<file path="config.mk">
export PLATFORM = sky130hd
export DESIGN_NAME = alu_unit
export DESIGN_NICKNAME = d
export VERILOG_FILES = /design/src/rtl/alu_unit.sv
export SDC_FILE = /design/constraint.sdc
export NUM_CORES = 1
export LEC_CHECK = 0
export CAP_MARGIN = 25
export CORE_ASPECT_RATIO = 1.25
export CORE_UTILIZATION = 45
export DETAILED_ROUTE_END_ITERATION = 10
export PLACE_DENSITY = 0.74
export SYNTH_ARGS = -nofsm -noshare
export SYNTH_HDL_FRONTEND = slang
export SYNTH_SLANG_ARGS = --single-unit
</file>
<file path="constraint.sdc">
create_clock -name clk -period 8.3 [get_ports clk]
set_clock_uncertainty 0.2 [all_clocks]
set_input_delay 2.49 -clock clk [delete_from_list [all_inputs] [get_ports clk]]
set_output_delay 2.49 -clock clk [all_outputs]
set_load 0.05 [all_outputs]
</file>
<file path="src/rtl/alu_unit.sv">
// 8-bit execute-stage ALU: combinational result and Z/N/C/V flags,
// plus a condition-code register that latches flags of flag-affecting ops.
module alu_unit (
   input  logic       clk,
   input  logic       rst,
   input  logic [7:0] A,
   input  logic [7:0] B,
   input  logic [3:0] opcode,
   input  logic [1:0] ra,
   output logic [7:0] out,
   output logic       Z,
   output logic       N,
   output logic       C,
   output logic       V,
   output logic [3:0] ccr
);

   localparam logic [3:0] OP_ADD   = 4'd2;
   localparam logic [3:0] OP_SUB   = 4'd3;
   localparam logic [3:0] OP_AND   = 4'd4;
   localparam logic [3:0] OP_OR    = 4'd5;
   localparam logic [3:0] OP_ROT   = 4'd6;
   localparam logic [3:0] OP_UNARY = 4'd8;

   logic [8:0] sum9;
   logic [8:0] diff9;
   logic [8:0] neg9;
   logic [8:0] inc9;
   logic [7:0] dec8;
   logic       flag_op;
   logic [3:0] ccr_q;
   logic [3:0] ccr_d;

   // Ninth bit of the widened sums carries out / borrows into C.
   assign sum9  = {1'b0, A} + {1'b0, B};
   assign diff9 = {1'b0, A} - {1'b0, B};
   assign neg9  = {1'b0, ~B} + 9'd1;
   assign inc9  = {1'b0, B} + 9'd1;
   assign dec8  = B - 8'd1;

   always_comb begin
      out = B;
      C   = 1'b0;
      V   = 1'b0;
      case (opcode)
         OP_ADD: begin
            out = sum9[7:0];
            C   = sum9[8];
            V   = (A[7] & B[7] & ~sum9[7]) | (~A[7] & ~B[7] & sum9[7]);
         end
         OP_SUB: begin
            out = diff9[7:0];
            C   = diff9[8];
            V   = (A[7] & ~B[7] & ~diff9[7]) | (~A[7] & B[7] & diff9[7]);
         end
         OP_AND: out = A & B;
         OP_OR:  out = A | B;
         OP_ROT: begin
            case (ra)
               2'b00: begin
                  out = {B[6:0], B[7]};
                  C   = B[7];
               end
               2'b01: begin
                  out = {B[0], B[7:1]};
                  C   = B[0];
               end
               2'b10: begin
                  out = 8'h00;
                  C   = 1'b1;
               end
               default: begin
                  out = 8'h00;
                  C   = 1'b0;
               end
            endcase
         end
         OP_UNARY: begin
            case (ra)
               2'b00: out = ~B;
               2'b01: begin
                  out = neg9[7:0];
                  C   = neg9[8];
                  V   = (B == 8'h80);
               end
               2'b10: begin
                  out = inc9[7:0];
                  C   = inc9[8];
                  V   = (B == 8'h7F);
               end
               default: begin
                  out = dec8;
                  C   = (B == 8'h00);
                  V   = (B == 8'h80);
               end
            endcase
         end
         default: out = B;
      endcase
   end

   assign Z = (out == 8'h00);
   assign N = out[7];

   assign flag_op = (opcode == OP_ADD) || (opcode == OP_SUB) || (opcode == OP_AND) ||
                    (opcode == OP_OR)  || (opcode == OP_ROT) || (opcode == OP_UNARY);

   always_comb begin
      ccr_d = ccr_q;
      if (flag_op) begin
         ccr_d = {V, C, N, Z};
      end
   end

   always_ff @(posedge clk) begin
      if (rst) begin
         ccr_q <= 4'b0000;
      end else begin
         ccr_q <= ccr_d;
      end
   end

   assign ccr = ccr_q;

endmodule

</file>
==> results of run 1 <==
power groups by stage:
| stage | combinational [W] | clock (W) | sequential (W) |
|---|---|---|---|
| CTS | 0.000188 | 0.0000419 | 0.0000209 |
| floorplan | 0.000114 | 0 | 0.0000247 |
| global placement | 0.000185 | 0 | 0.0000211 |
| finish | 0.000195 | 0.0000414 | 0.0000208 |
| global route | 0.000210 | 0.0000433 | 0.0000209 |
| detailed placement | 0.000187 | 0 | 0.0000211 |
synth_stat cells, types with 4 or more instances:
cell / n / share of area (%)
a21oi_1: 25 / 5.5
o211ai_1: 5 / 1.7
clkbuf_1: 16 / 2.6
dfxtp_1: 4 / 3.5
inv_1: 31 / 5.1
nand2_1: 20 / 3.3
nor3_1: 4 / 0.88
buf_2: 7 / 1.5
mux2i_1: 12 / 5.3
o21ai_0: 13 / 2.9
xnor2_1: 8 / 3.1
nor2b_1: 9 / 2.5
nand2b_1: 5 / 1.4
a211oi_1: 6 / 2.0
nand3_1: 14 / 3.1
mux2_2: 5 / 2.5
nor2_1: 25 / 4.1
ha_1: 27 / 15
o21a_1: 4 / 1.3
or3_1: 6 / 1.7
layout make-up:
cell class / instances / area (sq um) / share of cell area [%]
flip-flops and latches: 4 / 80.08 / 2.664
multi-input cells: 266 / 2012 / 66.94
well taps: 60 / 75.07 / 2.498
repair buffers: 70 / 680.7 / 22.65
inverters: 31 / 116.4 / 3.872
clock buffers: 3 / 41.29 / 1.374
worst max-delay path: stages:
cell and delay, ps:
clkdlybuf4s50_1 480, inv_1 70, ha_1 230, fa_1 430, o21ba_2 250, or3_1 340, nand2_1 100, a22oi_1 80
mux2i_1 150, o32ai_1 300, buf_4 170, nand3_1 100, nor2_4 120, buf_12 140
metal layers:
| metal | vias to the layer above | track usage, % | wire length (microns) |
|---|---|---|---|
| met5 | - | 0 | 0 |
| met4 | 0 | 10.22 | 150 |
| met3 | 13 | 2.083 | 418 |
| met2 | 116 | 47.84 | 3588 |
| met1 | 1225 | 33.86 | 2947 |
| li1 | 1283 | - | - |
per-stage QoR:
step                      total power [W]  utilization (%)  TNS (ps)  setup slack [ps]
after detailed placement        0.0002084            60.61    -28.39            -23.55
after global placement          0.0002056            60.61         0             135.2
after global routing            0.0002741            62.62         0             3.496
after CTS                       0.0002510            61.50         0             36.86
final                           0.0002571            62.62         0             143.2
after floorplan                 0.0001392                -         0             103.2
kinds of logic after synthesis:
kind of cell | Yosys count
and+or+nand+nor | 114
AOI/OAI and AO/OA | 97
buffers and inverters | 57
adders and majority gates | 29
muxes | 17
xor gates and xnor gates | 9
DFF | 4
what timing repair did:
item	in CTS	in global routing
cloned	0	0
setup buffers	0	1
pin swaps	0	3
gates resized for setup	1	6
endpoints found under the setup margin	2	2
worst paths after layout:
kind              startpoint     end  slack, ps  cells past startpoint
setup reg to reg      ccr[0]  ccr[0]       7320                      3
hold reg to reg       ccr[2]  ccr[2]        250                      2
hold / removal        ccr[2]  ccr[2]        250                      2
setup / recovery        A[0]       Z        140                     14
==> out/metrics.yaml, run 1 <==
syn_avg_cell_area_sq_um: 6.945
synth_compound_area_share_pct: 30.14
p_leak_nw: 1.279
cap_violations: 0
cp.arrival_ps: 5470
grt-ovfl-total: 0
fin_area_sq_um: 3005
ys_types: 70
status: "finished, final reports clean"
hold_viol_final: 0
final_common_cell: "buf_4"
num_rows: 28
port_buffers: 39
routedWlPerCell_microns: 16.37
largest_reg_flops: 4
slew_headroom_pct: 54.27
finalCriticalPeriod_ps: 8157
grt_usage_pct: 27.07
yosys.area_share.adder_pct: 16.64
worstHoldPathType: "reg -> reg"
nets: 429
path_clk_slew_ps: 30
synth_xor_area_share_pct: 3.471
synth_edf_count: 0
mostFrequentLayoutCells: "buf_4 (36), inv_1 (31), clkdlybuf4s50_1 (27)"
drt_iter0_markers: 188
nFillCells: 442
core_sq_um: 4800
synth_mux_area_share_pct: 7.769
seqPwrFrac_pct: 8.1
ys.flop_type: "dfxtp_1"
hpwlAfterDp_mm: 5.539
finalSetupViolCount: 0
yosysWarnings: 0
peakVddDrop_mv: 0.05174
path_class: "in -> out"
crit_fanout: 3
syn_inst: 327
ys_seq_area_share_pct: 3.526
cts_tree: "done"
die_width_microns: 65.54
fp.dieH_microns: 81.43
antenna_found_initial: 0
drive_gt1_share_pct: 18.45
crit_path_end_kind: "primary output"
initial_utilization_pct: 47.31
clock_sink_count: 4
hold_buffers: 0
placed_cells: 430
syn_to_final_growth_pct: 32.34
syn_area_sq_um: 2271
fmax_mhz: 122.6
clkPwrFrac_pct: 16.1
fp.dieArea_sq_um: 5337
diodes: 0
finalWirelength_mm: 7.105
pin_count: 40
min_period_over_period_pct: 98.27
synth-async-reset-ratio_pct: 0
p_per_area_nw_per_um2: 85.54
synth_top_family_by_area: "compound AO/OA/AOI/OAI gates"
switching_share_pct: 47.08
synth_nets: 380
clock_tree.htree_level_count: 1
first_pass_iters: 7
numCtsBuffers: 3
placed_cell_area_sq_um: 2909
avgViaCountPerCell: 6.076
switchingPower_w: 0.0001210
required_ps: 5610
drc_errors: 0
grt_setup_unrepaired: "false"
hold_ws_ps: 249.0
internal_power_w: 0.0001360
final_max_slew_viol_count: 0
via_count: 2637
tightest_slew_ps: 683.8
grt_max_degree: 20
combPwrFrac_pct: 75.8
ant_nets: 0
ys_ff_latch: 4
start_kind: "primary input"
clk_latency_ps: 220
clock_path_buffers: 2
grt_pass1_wl_mm: 11.20
fin_cells: 434
cts_root_buf: "clkbuf_8"
first_global_vias: 2379
gp_congestion: 0.9505
yosys.area_share.simple_pct: 28.15
(Power assumes the default switching activity.)
==> inputs of run 2 (changes only) <==
Settings changed: CORE_MARGIN from default to 2.
==> out/metrics.yaml, run 2 (synthesized netlist as in run 1, its figures left out) <==
status: "finished, final reports clean"
mostFrequentLayoutCells: "buf_4 (36), inv_1 (31), ha_1 (27)"
routedWlPerCell_microns: 16.67
path_class: "in -> out"
clock_sink_count: 4
worstHoldPathType: "reg -> reg"
port_buffers: 39
avgViaCountPerCell: 6.060
via_count: 2630
cp_num_buf_inv: 5
nets: 429
final_common_cell: "buf_4"
diodes: 0
numCtsBuffers: 3
min_from: "ccr[2]"
start_kind: "primary input"
tns_ps: 0
path_clk_slew_ps: 30
num_rows: 28
grt_usage_pct: 25.86
slew_headroom_pct: 56.42
switchingPower_w: 0.0001193
fmax_mhz: 123.2
combPwrFrac_pct: 76.1
slowest_stage: "clkdlybuf4s50_1"
grt_pass1_wl_mm: 11.56
fp.dieH_microns: 83.43
finalSetupViolCount: 0
cp.arrival_ps: 5420
slowest_delay_ps: 500
gp_congestion: 0.9486
cts_tree: "done"
hold_buffers: 0
finalCriticalPeriod_ps: 8115
crit_fanout: 6
internal_power_w: 0.0001356
hpwlAfterDp_mm: 5.819
die_width_microns: 67.54
r2r_cells: 3
seqPwrFrac_pct: 8.2
holdPathStages: 2
p_per_area_nw_per_um2: 85.30
r2r_setup_slack_ps: 7350
hold_viol_final: 0
first_global_vias: 2467
grt_max_degree: 20
drc_errors: 0
cp_top_family: "buffers and inverters"
crit_top_cell: "buf_4"
core_sq_um: 4800
cap_violations: 0
ant_nets: 0
drive_gt1_share_pct: 18.45
required_ps: 5610
first_pass_iters: 5
clock_path_buffers: 2
cts_root_buf: "clkbuf_8"
placed_cells: 431
timing.rr.start: "ccr[0]"
drt_iter0_markers: 148
final_max_slew_viol_count: 0
tightest_slew_ps: 651.3
p_leak_nw: 1.289
min_period_over_period_pct: 97.77
clock_tree.htree_level_count: 1
grt-ovfl-total: 0
switching_share_pct: 46.81
fp.dieArea_sq_um: 5635
reg2reg_to: "ccr[0]"
peakVddDrop_mv: 0.05956
antenna_found_initial: 0
clk_latency_ps: 210
crit_chain: "clkdlybuf4s50_1 > inv_1 > ha_1 > buf_4 > a21oi_1 > a2111oi_2 > buf_4 > nor3_1 > o21ai_0 > xnor2_1 > mux2_2 > nand2_1 > nand2_1 > buf_4"
syn_to_final_growth_pct: 31.57
hold-path-endpoint: "ccr[2]"
pin_count: 40
clkPwrFrac_pct: 15.7
finalWirelength_mm: 7.233
fin_cells: 434
largest_reg_flops: 4
crit_path_end_kind: "primary output"
initial_utilization_pct: 47.31
## run 2: power groups by stage
| stage | clock [W] | combinational [W] | sequential, W |
|---|---|---|---|
| detailed placement | 0 | 0.000189 | 0.0000212 |
| global placement | 0 | 0.000186 | 0.0000211 |
| CTS | 0.0000410 | 0.000190 | 0.0000210 |
| finish | 0.0000400 | 0.000194 | 0.0000210 |
| floorplan | 0 | 0.000114 | 0.0000247 |
| global route | 0.0000431 | 0.000209 | 0.0000211 |
## run 2: worst max-delay path by stage
stage | start | to | slack, ps | depth (start not counted)
after floorplan | B[4] | Z | 100 | 12
after CTS | A[1] | Z | 40 | 12
after global placement | A[1] | Z | 130 | 12
after global routing | B[2] | Z | -20 | 15
final | A[2] | V | 190 | 14
after detailed placement | A[1] | Z | 50 | 12
## run 2: cell type report
type / instances / area (sq um)
well taps: 60 / 75.07
fillers: 424 / 1812
clock buffers: 3 / 41.29
flip-flops and latches: 4 / 80.08
multi-input cells: 266 / 1992
repair buffers: 70 / 683.2
inverters: 31 / 116.4
## run 2: through the flow
stage / setup WS (ps) / utilization (%) / power, W / hold WS [ps] / instance area [sq um]
final: 185.4 / 62.25 / 0.0002549 / 254.6 / 2988
after global routing: -23.17 / 62.25 / 0.0002727 / 291.3 / 2988
after detailed placement: 51.83 / 60.77 / 0.0002104 / 249.7 / 2917
after CTS: 43.06 / 61.63 / 0.0002517 / 254.0 / 2958
after floorplan: 103.2 / - / 0.0001392 / 466.7 / 2278
after global placement: 134.4 / 60.77 / 0.0002074 / 242.8 / 2917
## run 2: metal layers
layer / up-vias / global-route usage (%) / part of all wire, %
met5: - / 0 / 0
met3: 24 / 2.439 / 6.0
met4: 0 / 12.80 / 3.7
met1: 1208 / 31.92 / 40
met2: 113 / 43.14 / 50
li1: 1285 / - / -
## run 2: timing repair
item | 4_1_cts | 5_1_grt
setup buffers | 0 | 0
setup endpoints to repair | 0 | 2
resized for setup | 0 | 7
## run 2: tightest hold or removal path, cell delays in order, from the launching register on
cell and delay, ps:
dfxtp_1 300, nand2_1 50, a21oi_1 50
